$ cat src/rtl/pwl_cmd_bridge_if.sv
// Host/DUT signal bundle for pwl_cmd_bridge.
//   Host command stream : in_valid, in_ready, in_cmd, in_wdata, in_expect
//   DUT pins            : dut_cmd, dut_wdata (to DUT), dut_data, dut_ready (from DUT)
//   Response stream     : resp_valid, resp_ready, resp_data, resp_timeout
//   Status              : busy
// The slave modport is the bridge side and the master modport is the host/bench side.
interface pwl_cmd_bridge_if #(
  parameter int unsigned CMD_BITS  = 3,
  parameter int unsigned DATA_BITS = 13
);
  logic                 in_valid;
  logic                 in_ready;
  logic [CMD_BITS-1:0]  in_cmd;
  logic [DATA_BITS-1:0] in_wdata;
  logic                 in_expect;
  logic [CMD_BITS-1:0]  dut_cmd;
  logic [DATA_BITS-1:0] dut_wdata;
  logic [DATA_BITS-1:0] dut_data;
  logic                 dut_ready;
  logic                 resp_valid;
  logic                 resp_ready;
  logic [DATA_BITS-1:0] resp_data;
  logic                 resp_timeout;
  logic                 busy;

  modport slave (
    input  in_valid, in_cmd, in_wdata, in_expect, dut_data, dut_ready, resp_ready,
    output in_ready, dut_cmd, dut_wdata, resp_valid, resp_data, resp_timeout, busy
  );

  modport master (
    output in_valid, in_cmd, in_wdata, in_expect, dut_data, dut_ready, resp_ready,
    input  in_ready, dut_cmd, dut_wdata, resp_valid, resp_data, resp_timeout, busy
  );
endinterface

$ cat src/rtl/pwl_cmd_bridge.sv
// Host-side bridge: buffers host commands in a FIFO, replays each onto the DUT
// command/data pins as a HOLD_CYCLES-wide pulse followed by a NOP cycle, and
// optionally waits (with timeout) for dut_ready, queuing responses in a FIFO.
// Ports:
//   clk    - clock
//   rst_n  - synchronous active-low reset
//   br     - pwl_cmd_bridge_if.slave (host command stream, DUT pins,
//            response stream, busy)
module pwl_cmd_bridge #(
  parameter int unsigned CMD_BITS    = 3,
  parameter int unsigned DATA_BITS   = 13,
  parameter int unsigned CMD_DEPTH   = 4,
  parameter int unsigned RESP_DEPTH  = 4,
  parameter int unsigned HOLD_CYCLES = 1,
  parameter int unsigned TIMEOUT     = 255
) (
  input  logic              clk,
  input  logic              rst_n,
  pwl_cmd_bridge_if.slave   br
);

  localparam int unsigned CP_W   = $clog2(CMD_DEPTH);
  localparam int unsigned RP_W   = $clog2(RESP_DEPTH);
  localparam int unsigned HOLD_W = (HOLD_CYCLES > 1) ? $clog2(HOLD_CYCLES) : 1;
  localparam int unsigned WAIT_W = 16;

  localparam logic [CP_W:0]       CQ_MAX    = CMD_DEPTH[CP_W:0];
  localparam logic [RP_W+1:0]     RQ_MAX    = RESP_DEPTH[RP_W+1:0];
  localparam logic [HOLD_W-1:0]   HOLD_INIT = HOLD_W'(HOLD_CYCLES - 1);
  localparam logic [WAIT_W-1:0]   WAIT_LAST = WAIT_W'(TIMEOUT - 1);

  typedef enum logic [1:0] {S_IDLE, S_ISSUE, S_WAIT} state_t;

  state_t state, state_nx;

  // Command FIFO
  logic [CMD_BITS-1:0]  cq_cmd  [CMD_DEPTH];
  logic [DATA_BITS-1:0] cq_wdata[CMD_DEPTH];
  logic                 cq_exp  [CMD_DEPTH];
  logic [CP_W-1:0]      cq_wr, cq_rd;
  logic [CP_W:0]        cq_cnt;
  logic                 cq_push, cq_pop, cq_full;

  // Response FIFO
  logic [DATA_BITS-1:0] rq_data[RESP_DEPTH];
  logic                 rq_to  [RESP_DEPTH];
  logic [RP_W-1:0]      rq_wr, rq_rd;
  logic [RP_W:0]        rq_cnt;
  logic [RP_W+1:0]      rq_used;
  logic                 rq_push, rq_pop, rq_push_to;
  logic [DATA_BITS-1:0] rq_push_data;

  // Issue datapath
  logic [CMD_BITS-1:0]  dut_cmd_q;
  logic [DATA_BITS-1:0] dut_wdata_q;
  logic [HOLD_W-1:0]    hold_cnt;
  logic [WAIT_W-1:0]    wait_cnt;
  logic                 cur_expect;
  logic                 reserved;
  logic                 head_ok;
  logic                 wait_done;

  assign cq_full = (cq_cnt == CQ_MAX);
  assign cq_push = br.in_valid && !cq_full;
  assign rq_pop  = (rq_cnt != '0) && br.resp_ready;

  // A response slot is claimed at pop time so a response can never find the FIFO full.
  assign rq_used   = {1'b0, rq_cnt} + {{(RP_W+1){1'b0}}, reserved};
  assign head_ok   = (cq_cnt != '0) && (!cq_exp[cq_rd] || (rq_used < RQ_MAX));
  assign wait_done = br.dut_ready || (wait_cnt == WAIT_LAST);

  // State register
  always_ff @(posedge clk) begin
    if (!rst_n) state <= S_IDLE;
    else        state <= state_nx;
  end

  // Next-state logic
  always_comb begin
    state_nx = state;
    unique case (state)
      S_IDLE:  if (head_ok) state_nx = S_ISSUE;
      S_ISSUE: if (hold_cnt == '0) state_nx = cur_expect ? S_WAIT : S_IDLE;
      S_WAIT:  if (wait_done) state_nx = S_IDLE;
      default: state_nx = S_IDLE;
    endcase
  end

  // Output / strobe logic
  always_comb begin
    cq_pop       = 1'b0;
    rq_push      = 1'b0;
    rq_push_to   = 1'b0;
    rq_push_data = '0;
    unique case (state)
      S_IDLE: cq_pop = head_ok;
      S_WAIT: begin
        rq_push      = wait_done;
        rq_push_to   = !br.dut_ready;
        rq_push_data = br.dut_ready ? br.dut_data : '0;
      end
      default: ;
    endcase
  end

  // Issue datapath registers
  always_ff @(posedge clk) begin
    if (!rst_n) begin
      dut_cmd_q   <= '0;
      dut_wdata_q <= '0;
      hold_cnt    <= '0;
      wait_cnt    <= '0;
      cur_expect  <= 1'b0;
      reserved    <= 1'b0;
    end else begin
      unique case (state)
        S_IDLE: if (cq_pop) begin
          dut_cmd_q   <= cq_cmd[cq_rd];
          dut_wdata_q <= cq_wdata[cq_rd];
          hold_cnt    <= HOLD_INIT;
          cur_expect  <= cq_exp[cq_rd];
          if (cq_exp[cq_rd]) reserved <= 1'b1;
        end
        S_ISSUE: begin
          if (hold_cnt != '0) begin
            hold_cnt <= hold_cnt - HOLD_W'(1);
          end else begin
            dut_cmd_q <= '0;
            wait_cnt  <= '0;
          end
        end
        S_WAIT: begin
          if (rq_push) reserved <= 1'b0;
          else         wait_cnt <= wait_cnt + WAIT_W'(1);
        end
        default: ;
      endcase
    end
  end

  // FIFO storage (not reset; validity is tracked by the counts)
  always_ff @(posedge clk) begin
    if (cq_push) begin
      cq_cmd[cq_wr]   <= br.in_cmd;
      cq_wdata[cq_wr] <= br.in_wdata;
      cq_exp[cq_wr]   <= br.in_expect;
    end
    if (rq_push) begin
      rq_data[rq_wr] <= rq_push_data;
      rq_to[rq_wr]   <= rq_push_to;
    end
  end

  // FIFO pointers and counts
  always_ff @(posedge clk) begin
    if (!rst_n) begin
      cq_wr  <= '0;
      cq_rd  <= '0;
      cq_cnt <= '0;
      rq_wr  <= '0;
      rq_rd  <= '0;
      rq_cnt <= '0;
    end else begin
      if (cq_push) cq_wr <= cq_wr + CP_W'(1);
      if (cq_pop)  cq_rd <= cq_rd + CP_W'(1);
      if (cq_push && !cq_pop)      cq_cnt <= cq_cnt + (CP_W+1)'(1);
      else if (!cq_push && cq_pop) cq_cnt <= cq_cnt - (CP_W+1)'(1);

      if (rq_push) rq_wr <= rq_wr + RP_W'(1);
      if (rq_pop)  rq_rd <= rq_rd + RP_W'(1);
      if (rq_push && !rq_pop)      rq_cnt <= rq_cnt + (RP_W+1)'(1);
      else if (!rq_push && rq_pop) rq_cnt <= rq_cnt - (RP_W+1)'(1);
    end
  end

  assign br.in_ready     = !cq_full;
  assign br.dut_cmd      = dut_cmd_q;
  assign br.dut_wdata    = dut_wdata_q;
  assign br.resp_valid   = (rq_cnt != '0);
  assign br.resp_data    = (rq_cnt != '0) ? rq_data[rq_rd] : '0;
  assign br.resp_timeout = (rq_cnt != '0) ? rq_to[rq_rd] : 1'b0;
  assign br.busy         = (state != S_IDLE) || (cq_cnt != '0);

endmodule

$ cat src/flat_wrapper.sv
// flat-port wrapper written by rule: the top's interface ports become plain ports
module pwl_cmd_bridge_flat 
#(
  parameter int unsigned CMD_BITS    = 3,
  parameter int unsigned DATA_BITS   = 13,
  parameter int unsigned CMD_DEPTH   = 4,
  parameter int unsigned RESP_DEPTH  = 4,
  parameter int unsigned HOLD_CYCLES = 1,
  parameter int unsigned TIMEOUT     = 255
)
  (clk, rst_n, br_in_valid, br_in_cmd, br_in_wdata, br_in_expect, br_dut_data, br_dut_ready, br_resp_ready, br_in_ready, br_dut_cmd, br_dut_wdata, br_resp_valid, br_resp_data, br_resp_timeout, br_busy);
  pwl_cmd_bridge_if #(.CMD_BITS(CMD_BITS), .DATA_BITS(DATA_BITS)) br_i ();
  input  logic clk;
  input  logic rst_n;
  input wire logic [$bits(br_i.in_valid)-1:0] br_in_valid;
  input wire logic [$bits(br_i.in_cmd)-1:0] br_in_cmd;
  input wire logic [$bits(br_i.in_wdata)-1:0] br_in_wdata;
  input wire logic [$bits(br_i.in_expect)-1:0] br_in_expect;
  input wire logic [$bits(br_i.dut_data)-1:0] br_dut_data;
  input wire logic [$bits(br_i.dut_ready)-1:0] br_dut_ready;
  input wire logic [$bits(br_i.resp_ready)-1:0] br_resp_ready;
  output wire logic [$bits(br_i.in_ready)-1:0] br_in_ready;
  output wire logic [$bits(br_i.dut_cmd)-1:0] br_dut_cmd;
  output wire logic [$bits(br_i.dut_wdata)-1:0] br_dut_wdata;
  output wire logic [$bits(br_i.resp_valid)-1:0] br_resp_valid;
  output wire logic [$bits(br_i.resp_data)-1:0] br_resp_data;
  output wire logic [$bits(br_i.resp_timeout)-1:0] br_resp_timeout;
  output wire logic [$bits(br_i.busy)-1:0] br_busy;
  assign br_i.in_valid = br_in_valid;
  assign br_i.in_cmd = br_in_cmd;
  assign br_i.in_wdata = br_in_wdata;
  assign br_i.in_expect = br_in_expect;
  assign br_i.dut_data = br_dut_data;
  assign br_i.dut_ready = br_dut_ready;
  assign br_i.resp_ready = br_resp_ready;
  assign br_in_ready = br_i.in_ready;
  assign br_dut_cmd = br_i.dut_cmd;
  assign br_dut_wdata = br_i.dut_wdata;
  assign br_resp_valid = br_i.resp_valid;
  assign br_resp_data = br_i.resp_data;
  assign br_resp_timeout = br_i.resp_timeout;
  assign br_busy = br_i.busy;
  pwl_cmd_bridge #(.CMD_BITS(CMD_BITS), .DATA_BITS(DATA_BITS), .CMD_DEPTH(CMD_DEPTH), .RESP_DEPTH(RESP_DEPTH), .HOLD_CYCLES(HOLD_CYCLES), .TIMEOUT(TIMEOUT)) u_core (.clk(clk), .rst_n(rst_n), .br(br_i));
endmodule
$ cat config.mk
export PLATFORM = sky130hd
export DESIGN_NAME = pwl_cmd_bridge_flat
export DESIGN_NICKNAME = d
export VERILOG_FILES = /design/src/rtl/pwl_cmd_bridge_if.sv /design/src/rtl/pwl_cmd_bridge.sv /design/src/flat_wrapper.sv
export SDC_FILE = /design/constraint.sdc
export NUM_CORES = 1
export LEC_CHECK = 0
export BUFFER_PORTS_ARGS = -buffer_cell sky130_fd_sc_hd__buf_4
export CAP_MARGIN = 5
export CORE_MARGIN = 5
export CORE_UTILIZATION = 23
export DETAILED_ROUTE_END_ITERATION = 12
export PLACE_DENSITY = 0.49
export REMOVE_ABC_BUFFERS = 1
export SLEW_MARGIN = 20
export SYNTH_ARGS = -nofsm -noshare
export SYNTH_HDL_FRONTEND = slang
export SYNTH_SLANG_ARGS = --single-unit
$ cat constraint.sdc
create_clock -name clk -period 2.9 [get_ports clk]
set_input_delay 0.435 -clock clk [delete_from_list [all_inputs] [get_ports clk]]
set_output_delay 0.435 -clock clk [all_outputs]
set_load 0.1 [all_outputs]
==> flow_summary.toml, run 1 <==
[floorplanning]
die-area_mm2 = 0.03531
num_io_pins = 68
rows = 65
die_x_um = 187.9
core_area_mm2 = 0.03139
die_y_um = 187.9
start_util_pct = 23.19

[global_route]
grt_pass1_vias = 4391
antenna_found_initial = 0
grt_pass1_wl_um = 24860
grt_max_degree = 48
grt_overflow = 0
grt_use_total_pct = 8.909

[drt]
drt_first_pass_iters = 4
via_count = 4222
drt_iter0_markers = 181
postRouteAntennaNets = 0
vias_per_cell = 4.252
routed_wl_um = 15460
remaining_drc_errors = 0
wl_per_cell_um = 15.57

[sta]
finalSetupTns_ns = 0
hold_viol_final = 0
fmax_mhz = 381.8
fin_crit_sh_pct = 90.32
post-route-min-period_ns = 2.619
tightest_slew_ns = 0.8394
rsz0062_at_grt = "false"
finClkSkew_ns = 0.01290
slew_headroom_pct = 43.96
drv_slew = 0
finalSetupViolations = 0

[clock_network]
clock_sinks = 178
cts_tree = "yes"
numCtsBuffers = 17
clk_pin_slew_ns = 0.08
cts_hold_buf = 0
cts.htree.levels = 4
post_cts_buffers = 0
postCtsResizedCells = 0
clockBufferDepth = 2
clock_latency_ns = 0.43
cts_root_buffer = "clkbuf_16"

[synth]
yosysTopAreaCell = "edfxtp_1"
syn_inst = 495
synth_top_area_share_pct = 51.14
ys_seq_elements = 178
yosys_warnings = 0
async_reset_ff_share_pct = 0
ys_seq_area_share_pct = 65.99
synth-edff-count = 124
synth_top_cells_by_area = "edfxtp_1 (51%), dfxtp_1 (15%), mux4_2 (9.3%)"
synthDistinctLibCells = 48
synth_area_mm2 = 0.007281
avgSynthCellArea_um2 = 14.71
synth-main-ff-cell = "edfxtp_1"

[worst_hold_path]
hp-class = "input port to flip-flop"

[pwr]
ir_drop_mv = 0.7690
powerDensity_mw_per_mm2 = 1011
p_leak_uw = 0.003172

[placement]
placed_cell_area_mm2 = 0.008344
dpl.hpwl_um = 9606
finalWeightedCongestion = 0.7015
numPortBuffers = 67

[worst_setup_path]
required_ns = 3.24
crit_fanout = 7
worstSetupPathType = "flip-flop to flip-flop"
critical_path_arrival_ns = 2.96
cp-end-kind = "flip-flop"
start_kind = "flip-flop"

[cells_and_area]
num_antenna_cells = 0
fin_nets = 627
fill_cells = 3225
drive_gt1_share_pct = 26.23
area_growth_pct = 22.51
final_util_pct = 28.41
final_area_mm2 = 0.008920

[status]
outcome = "finished clean"

[flow_run]
maxCapViolCount = 0
==> final cells by class <==
cell class	instances	area (um^2)	area share, %
sequential	178	4805	53.86
clock inverter	13	142.6	1.599
clock buffer	19	432.9	4.853
inverter	12	47.55	0.5330
tap	402	503.0	5.639
multi-input combinational	279	2313	25.94
timing repair buffer	90	675.6	7.575
==> through the flow <==
step	hold slack (ns)	instances	worst slack (ns)	total power [uW]
floorplan	0.4410	469	0.1006	5917
global placement	0.4509	961	0.3587	6847
detailed placement	0.4457	961	0.3334	6846
CTS	0.1867	993	0.2531	9144
global route	0.1830	993	0.1371	9468
finish	0.2056	993	0.2808	9020
==> placed cells by master, fill, tap and decap left out, drive strengths merged, types with 7 or more instances in the layout <==
cell,instances
inv,21
nand2b,7
buf,90
mux2i,8
mux4,31
dfxtp,54
nand2,36
nand3,46
a21oi,7
and2,32
ha,12
o21ai,7
clkbuf,19
edfxtp,124
and3,14
==> synth_stat cells (2+ instances only) <==
| cell | count |
|---|---|
| o211ai_1 | 5 |
| mux2i_1 | 8 |
| fa_1 | 2 |
| nor3_1 | 6 |
| mux4_2 | 30 |
| inv_1 | 11 |
| a21boi_0 | 5 |
| or3_1 | 5 |
| buf_1 | 2 |
| buf_2 | 5 |
| nor3b_1 | 2 |
| xnor2_1 | 6 |
| edfxtp_1 | 124 |
| ha_1 | 12 |
| o31ai_1 | 4 |
| and4_1 | 4 |
| nand2b_1 | 7 |
| or4_1 | 4 |
| a21oi_1 | 7 |
| nand2_1 | 36 |
| a211oi_1 | 2 |
| nand4_1 | 4 |
| nor2_1 | 3 |
| xor2_1 | 3 |
| nor2b_1 | 6 |
| and4b_1 | 2 |
| o21a_1 | 4 |
| nand3_1 | 46 |
| and2_1 | 32 |
| dfxtp_1 | 54 |
| o21ai_0 | 7 |
| clkbuf_1 | 17 |
| o221ai_1 | 2 |
| and3_1 | 14 |
==> registers in the layout, summed over array words and instances, names as in the netlist, named ones only <==
register / flops
u_core.rq_cnt: 3
u_core.state: 2
u_core.rq_wr: 2
u_core.br.dut_cmd: 3
u_core.cq_rd: 2
u_core.cq_exp: 4
u_core.cq_wdata: 52
u_core.rq_to: 4
u_core.wait_cnt: 16
u_core.cq_wr: 2
u_core.rq_rd: 2
u_core.br.dut_wdata: 13
u_core.rq_data: 52
u_core.cur_expect: 1
u_core.cq_cnt: 3
u_core.cq_cmd: 12
u_core.reserved: 1
==> logic make-up (layout without fill, tap and decap cells) <==
kind of cell	after synthesis	after routing	share of synthesized area, %
DFF	178	178	65.99
buffers and inverters	38	134	2.234
adders and majority gates	14	14	2.612
muxes	39	39	10.74
xor gates and xnor gates	9	9	1.083
AOI/OAI and AO/OA	42	42	4.090
and+or+nand+nor	175	175	13.25
==> worst max-delay path, stage by stage (launching register included) <==
cell	delay (ns)
dfxtp_1	0.36
nor4_1	0.46
and4_1	0.29
o21a_1	0.14
ha_1	0.18
inv_1	0.06
fa_1	0.37
xor2_1	0.17
or3_1	0.31
a21boi_0	0.20
==> routing by layer <==
layer | track usage, % | part of all wire (%)
met3 | 3.183 | 6.4
met2 | 13.59 | 46
met5 | 0 | 0
met1 | 12.07 | 47
met4 | 2.372 | 0.61
==> power by group <==
part	leakage, uW	switching [uW]	total (uW)	internal, uW
Sequential	0.00158	192	3210	3010
Combinational	0.00132	2550	3530	977
Clock	0.000277	1060	2280	1220
==> final timing paths <==
kind                                           start               endpoint  slack [ns]  depth (start not counted)
worst max-delay path              u_core.wait_cnt[8]       u_core.rq_cnt[2]        0.28                          9
worst min-delay path                  br_in_wdata[8]  u_core.cq_wdata[2][8]        0.21                          1
worst max register to register    u_core.wait_cnt[8]       u_core.rq_cnt[2]        0.28                          9
worst min register to register  u_core.br.dut_cmd[2]   u_core.br.dut_cmd[2]        0.46                          2
No activity file was read; power rests on OpenSTA's default activity.
==> run 2: changes to the inputs <==
MAX_ROUTING_LAYER = met4   (was not set)
==> flow_summary.toml, run 2 (synthesized netlist as in run 1, its figures left out) <==
[pwr]
p_sw_share_pct = 42.18
powerDensity_mw_per_mm2 = 1011
ir_drop_mv = 0.7693
power.switching_uw = 3805
combPwrFrac_pct = 39.2
p_leak_uw = 0.003172
finalPower_uw = 9019
clock_power_share_pct = 25.3
power.internal_uw = 5215
p_seq_share_pct = 35.5

[floorplanning]
core_area_mm2 = 0.03139
die_y_um = 187.9
rows = 65
die_x_um = 187.9
die-area_mm2 = 0.03531
num_io_pins = 68
start_util_pct = 23.19

[global_route]
grt_overflow = 0
grt_pass1_wl_um = 24820
grt_max_degree = 48
grt_use_total_pct = 9.177
grt_pass1_vias = 4391
antenna_found_initial = 0

[drt]
via_count = 4223
wl_per_cell_um = 15.56
routed_wl_um = 15450
postRouteAntennaNets = 0
vias_per_cell = 4.253
remaining_drc_errors = 0
drt_iter0_markers = 193
drt_first_pass_iters = 4

[clock_network]
cts_root_buffer = "clkbuf_16"
clock_latency_ns = 0.43
clock_sinks = 178
numCtsBuffers = 17
clk_pin_slew_ns = 0.07
cts.htree.levels = 4
postCtsResizedCells = 0
cts_tree = "yes"
clockBufferDepth = 2
post_cts_buffers = 0
cts_hold_buf = 0

[worst_setup_path]
critical_path_arrival_ns = 2.97
worstSetupPathType = "flip-flop to flip-flop"
required_ns = 3.24
cp-end-kind = "flip-flop"
start_kind = "flip-flop"
crit_fanout = 7

[sta]
post-route-min-period_ns = 2.626
finalSetupTns_ns = 0
timing.final.ws_setup_ns = 0.2740
slew_headroom_pct = 43.85
rsz0062_at_grt = "false"
fin_crit_sh_pct = 90.55
fmax_mhz = 380.8
finalSetupViolations = 0
drv_slew = 0
tightest_slew_ns = 0.8410
hold_viol_final = 0
finClkSkew_ns = 0.01111

[placement]
pre_cts_ws_ns = 0.3334
numPortBuffers = 67
dpl.hpwl_um = 9606
finalWeightedCongestion = 0.7112

[worst_hold_path]
hp-class = "input port to flip-flop"

[cells_and_area]
layout_commonest_cell = "edfxtp_1"
layout_common_cells = "edfxtp_1 (124), buf_4 (90), dfxtp_1 (54)"
largest_registers = "u_core.cq_wdata (52), u_core.rq_data (52), u_core.wait_cnt (16)"
drive_gt1_share_pct = 26.23
num_antenna_cells = 0
area_growth_pct = 22.51
fin_nets = 627

[flow_run]
maxCapViolCount = 0

[status]
outcome = "finished clean"
==> run 2: cell counts in the layout (fill, tap and decap cells not counted) <==
Identical to the previous run, type by type.
==> run 2: routing by layer <==
metal / share of wire [%] / track usage (%) / vias up
li1: - / - / 2042
met1: 48 / 12.13 / 2085
met2: 46 / 13.58 / 86
met3: 5.9 / 3.127 / 10
met4: 0.76 / 2.372 / 0
met5: 0 / - / -
==> run 2: area by class of cell <==
| cell class | instances | area, um^2 |
|---|---|---|
| fill | 3225 | 22470 |
| multi-input combinational | 279 | 2313 |
| clock buffer | 19 | 432.9 |
| timing repair buffer | 90 | 675.6 |
| clock inverter | 13 | 142.6 |
| tap | 402 | 503.0 |
| sequential | 178 | 4805 |
| inverter | 12 | 47.55 |
==> run 2: critical path: stages, from the launching register on <==
cell      delay, ns
dfxtp_1        0.36
nor4_1         0.46
and4_1         0.29
o21a_1         0.14
ha_1           0.18
inv_1          0.06
fa_1           0.37
xor2_1         0.17
or3_1          0.31
a21boi_0       0.20
==> run 2: final timing paths <==
kind / from / depth (start not counted) / end / slack, ns
setup / recovery: u_core.wait_cnt[8] / 9 / u_core.rq_cnt[2] / 0.27
hold / removal: br_in_wdata[8] / 1 / u_core.cq_wdata[2][8] / 0.20
setup reg to reg: u_core.wait_cnt[8] / 9 / u_core.rq_cnt[2] / 0.27
hold reg to reg: u_core.br.dut_cmd[2] / 2 / u_core.br.dut_cmd[2] / 0.46
==> run 2: power by group through the flow <==
stage	Sequential (uW)	Clock [uW]	Combinational, uW
after global routing	3240	2460	3770
after floorplan	4040	0	1880
after detailed placement	3260	0	3590
after CTS	3210	2340	3600
final	3210	2280	3530
after global placement	3260	0	3580
==> run 2: per-stage QoR <==
step / instances / utilization (%) / instance area, um^2 / hold slack, ns
after floorplan: 469 / - / 7166 / 0.4410
final: 993 / 28.41 / 8920 / 0.2037
after CTS: 993 / 28.41 / 8920 / 0.1867
after global placement: 961 / 26.58 / 8344 / 0.4509
after detailed placement: 961 / 26.58 / 8344 / 0.4457
after global routing: 993 / 28.41 / 8920 / 0.1831
==> run 3: changes to the inputs <==
CORE_MARGIN = not set   (was 5)
RECOVER_POWER = 25   (was not set)
==> flow_summary.toml, run 3 (synthesized netlist as in run 1, its figures left out) <==
[cells_and_area]
final_util_pct = 28.68
area_growth_pct = 21.43
register_area_mm2 = 0.004805
layout_commonest_cell = "edfxtp_1"
fill_cells = 3072
multi_input_area_mm2 = 0.002313
largest_registers = "u_core.cq_wdata (52), u_core.rq_data (52), u_core.wait_cnt (16)"
layout_common_cells = "edfxtp_1 (124), buf_4 (67), dfxtp_1 (54)"
num_antenna_cells = 0
drive_gt1_share_pct = 22.66
final_area_mm2 = 0.008841
fin_nets = 623

[floorplanning]
rows = 64
die_x_um = 179.9
die-area_mm2 = 0.03237
core_area_mm2 = 0.03083
start_util_pct = 23.62
num_io_pins = 68
die_y_um = 179.9

[global_route]
grt_pass1_vias = 4572
grt_use_total_pct = 10.34
grt_pass1_wl_um = 24780
antenna_found_initial = 0
grt_max_degree = 72
grt_overflow = 0

[worst_setup_path]
crit_fanout = 7
startpoint = "u_core.wait_cnt[8]"
r2r_end = "u_core.rq_cnt[2]"
slowest_stage = "nor4_1"
cp-end-kind = "flip-flop"
reg2reg_depth = 9
path_cells = "nor4_1 -> and4_1 -> o21a_1 -> ha_1 -> inv_1 -> fa_1 -> xor2_1 -> or3_1 -> a21boi_0"
r2r_slack_ns = 0.30
reg2reg_from = "u_core.wait_cnt[8]"
worstSetupPathType = "flip-flop to flip-flop"
required_ns = 3.26
start_kind = "flip-flop"
critical_path.max_stage_delay_ns = 0.48
critical_path_arrival_ns = 2.96

[clock_network]
clock_sinks = 178
cts_hold_buf = 0
clk_pin_slew_ns = 0.07
cts_root_buffer = "clkbuf_16"
numCtsBuffers = 17
post_cts_buffers = 0
postCtsResizedCells = 0
clock_latency_ns = 0.43
cts_tree = "yes"
cts.htree.levels = 4
clockBufferDepth = 2

[sta]
slew_headroom_pct = 45.18
rsz0062_at_grt = "false"
drv_slew = 0
tightest_slew_ns = 0.8212
fin_crit_sh_pct = 89.82
finClkSkew_ns = 0.008248
post-route-min-period_ns = 2.605
finalSetupViolations = 0
fmax_mhz = 383.9
finalSetupTns_ns = 0
hold_viol_final = 0

[drt]
postRouteAntennaNets = 0
vias_per_cell = 4.396
wl_per_cell_um = 15.78
drt_iter0_markers = 361
routed_wl_um = 15510
via_count = 4321
remaining_drc_errors = 6
drt_first_pass_iters = 11

[placement]
placed_cell_area_mm2 = 0.008307
numPortBuffers = 67
finalWeightedCongestion = 0.7596
dpl.hpwl_um = 9852

[worst_hold_path]
hold_start = "br_in_wdata[10]"
hold_path_end = "u_core.cq_wdata[1][10]"
hold_depth = 1
hp-class = "input port to flip-flop"

[status]
outcome = "finished with violations"
violations = "DRC"

[pwr]
p_leak_uw = 0.003102
powerDensity_mw_per_mm2 = 1029
ir_drop_mv = 0.6060

[flow_run]
maxCapViolCount = 0
## run 3: where the power goes
group	total, uW	switching [uW]	internal [uW]
registers	3240	220	3020
clock network	2330	955	1370
logic	3540	2560	972
total	9100	3740	5360
## run 3: worst max path at each step
stage,end,slack (ns),depth (start not counted)
5_1_grt,u_core.rq_cnt[2],0.03,9
6_report,u_core.rq_cnt[2],0.30,9
2_1_floorplan,u_core.cq_cnt[2],0.10,9
4_1_cts,u_core.rq_cnt[2],0.27,9
3_5_place_dp,u_core.rq_cnt[2],0.31,9
3_3_place_gp,u_core.rq_cnt[2],0.37,9
## run 3: worst max-delay path, delay by kind of cell, from the launching register on
kind,cells,cell delay (ns)
AOI/OAI and AO/OA,2,0.30
xor gates and xnor gates,1,0.18
adders and majority gates,2,0.55
buffers and inverters,1,0.06
DFF,1,0.37
and+or+nand+nor,3,1.09
## run 3: metal layers
metal | wire length [um] | track usage [%] | up-vias
met5 | 0 | - | -
met4 | 198 | 3.966 | 0
met1 | 6942 | 12.32 | 2165
li1 | - | - | 2035
met2 | 7495 | 16.31 | 107
met3 | 872 | 3.221 | 14
## run 3: through the flow
step                      total power [uW]  hold slack (ns)  worst slack, ns  std cells
after floorplan                       5917           0.4410           0.1006        469
after global placement                6828           0.4476           0.3731        951
after detailed placement              6880           0.4490           0.3081        951
after CTS                             9234           0.1791           0.2723        983
after global routing                  9512           0.2635          0.03230        983
final                                 9097           0.2613           0.2951        983
## run 3: cell type report
type / count / area share, %
clock buffer: 21 / 5.449
multi-input combinational: 279 / 26.17
tap: 396 / 5.604
clock inverter: 11 / 1.401
sequential: 178 / 54.34
timing repair buffer: 86 / 6.496
inverter: 12 / 0.5378
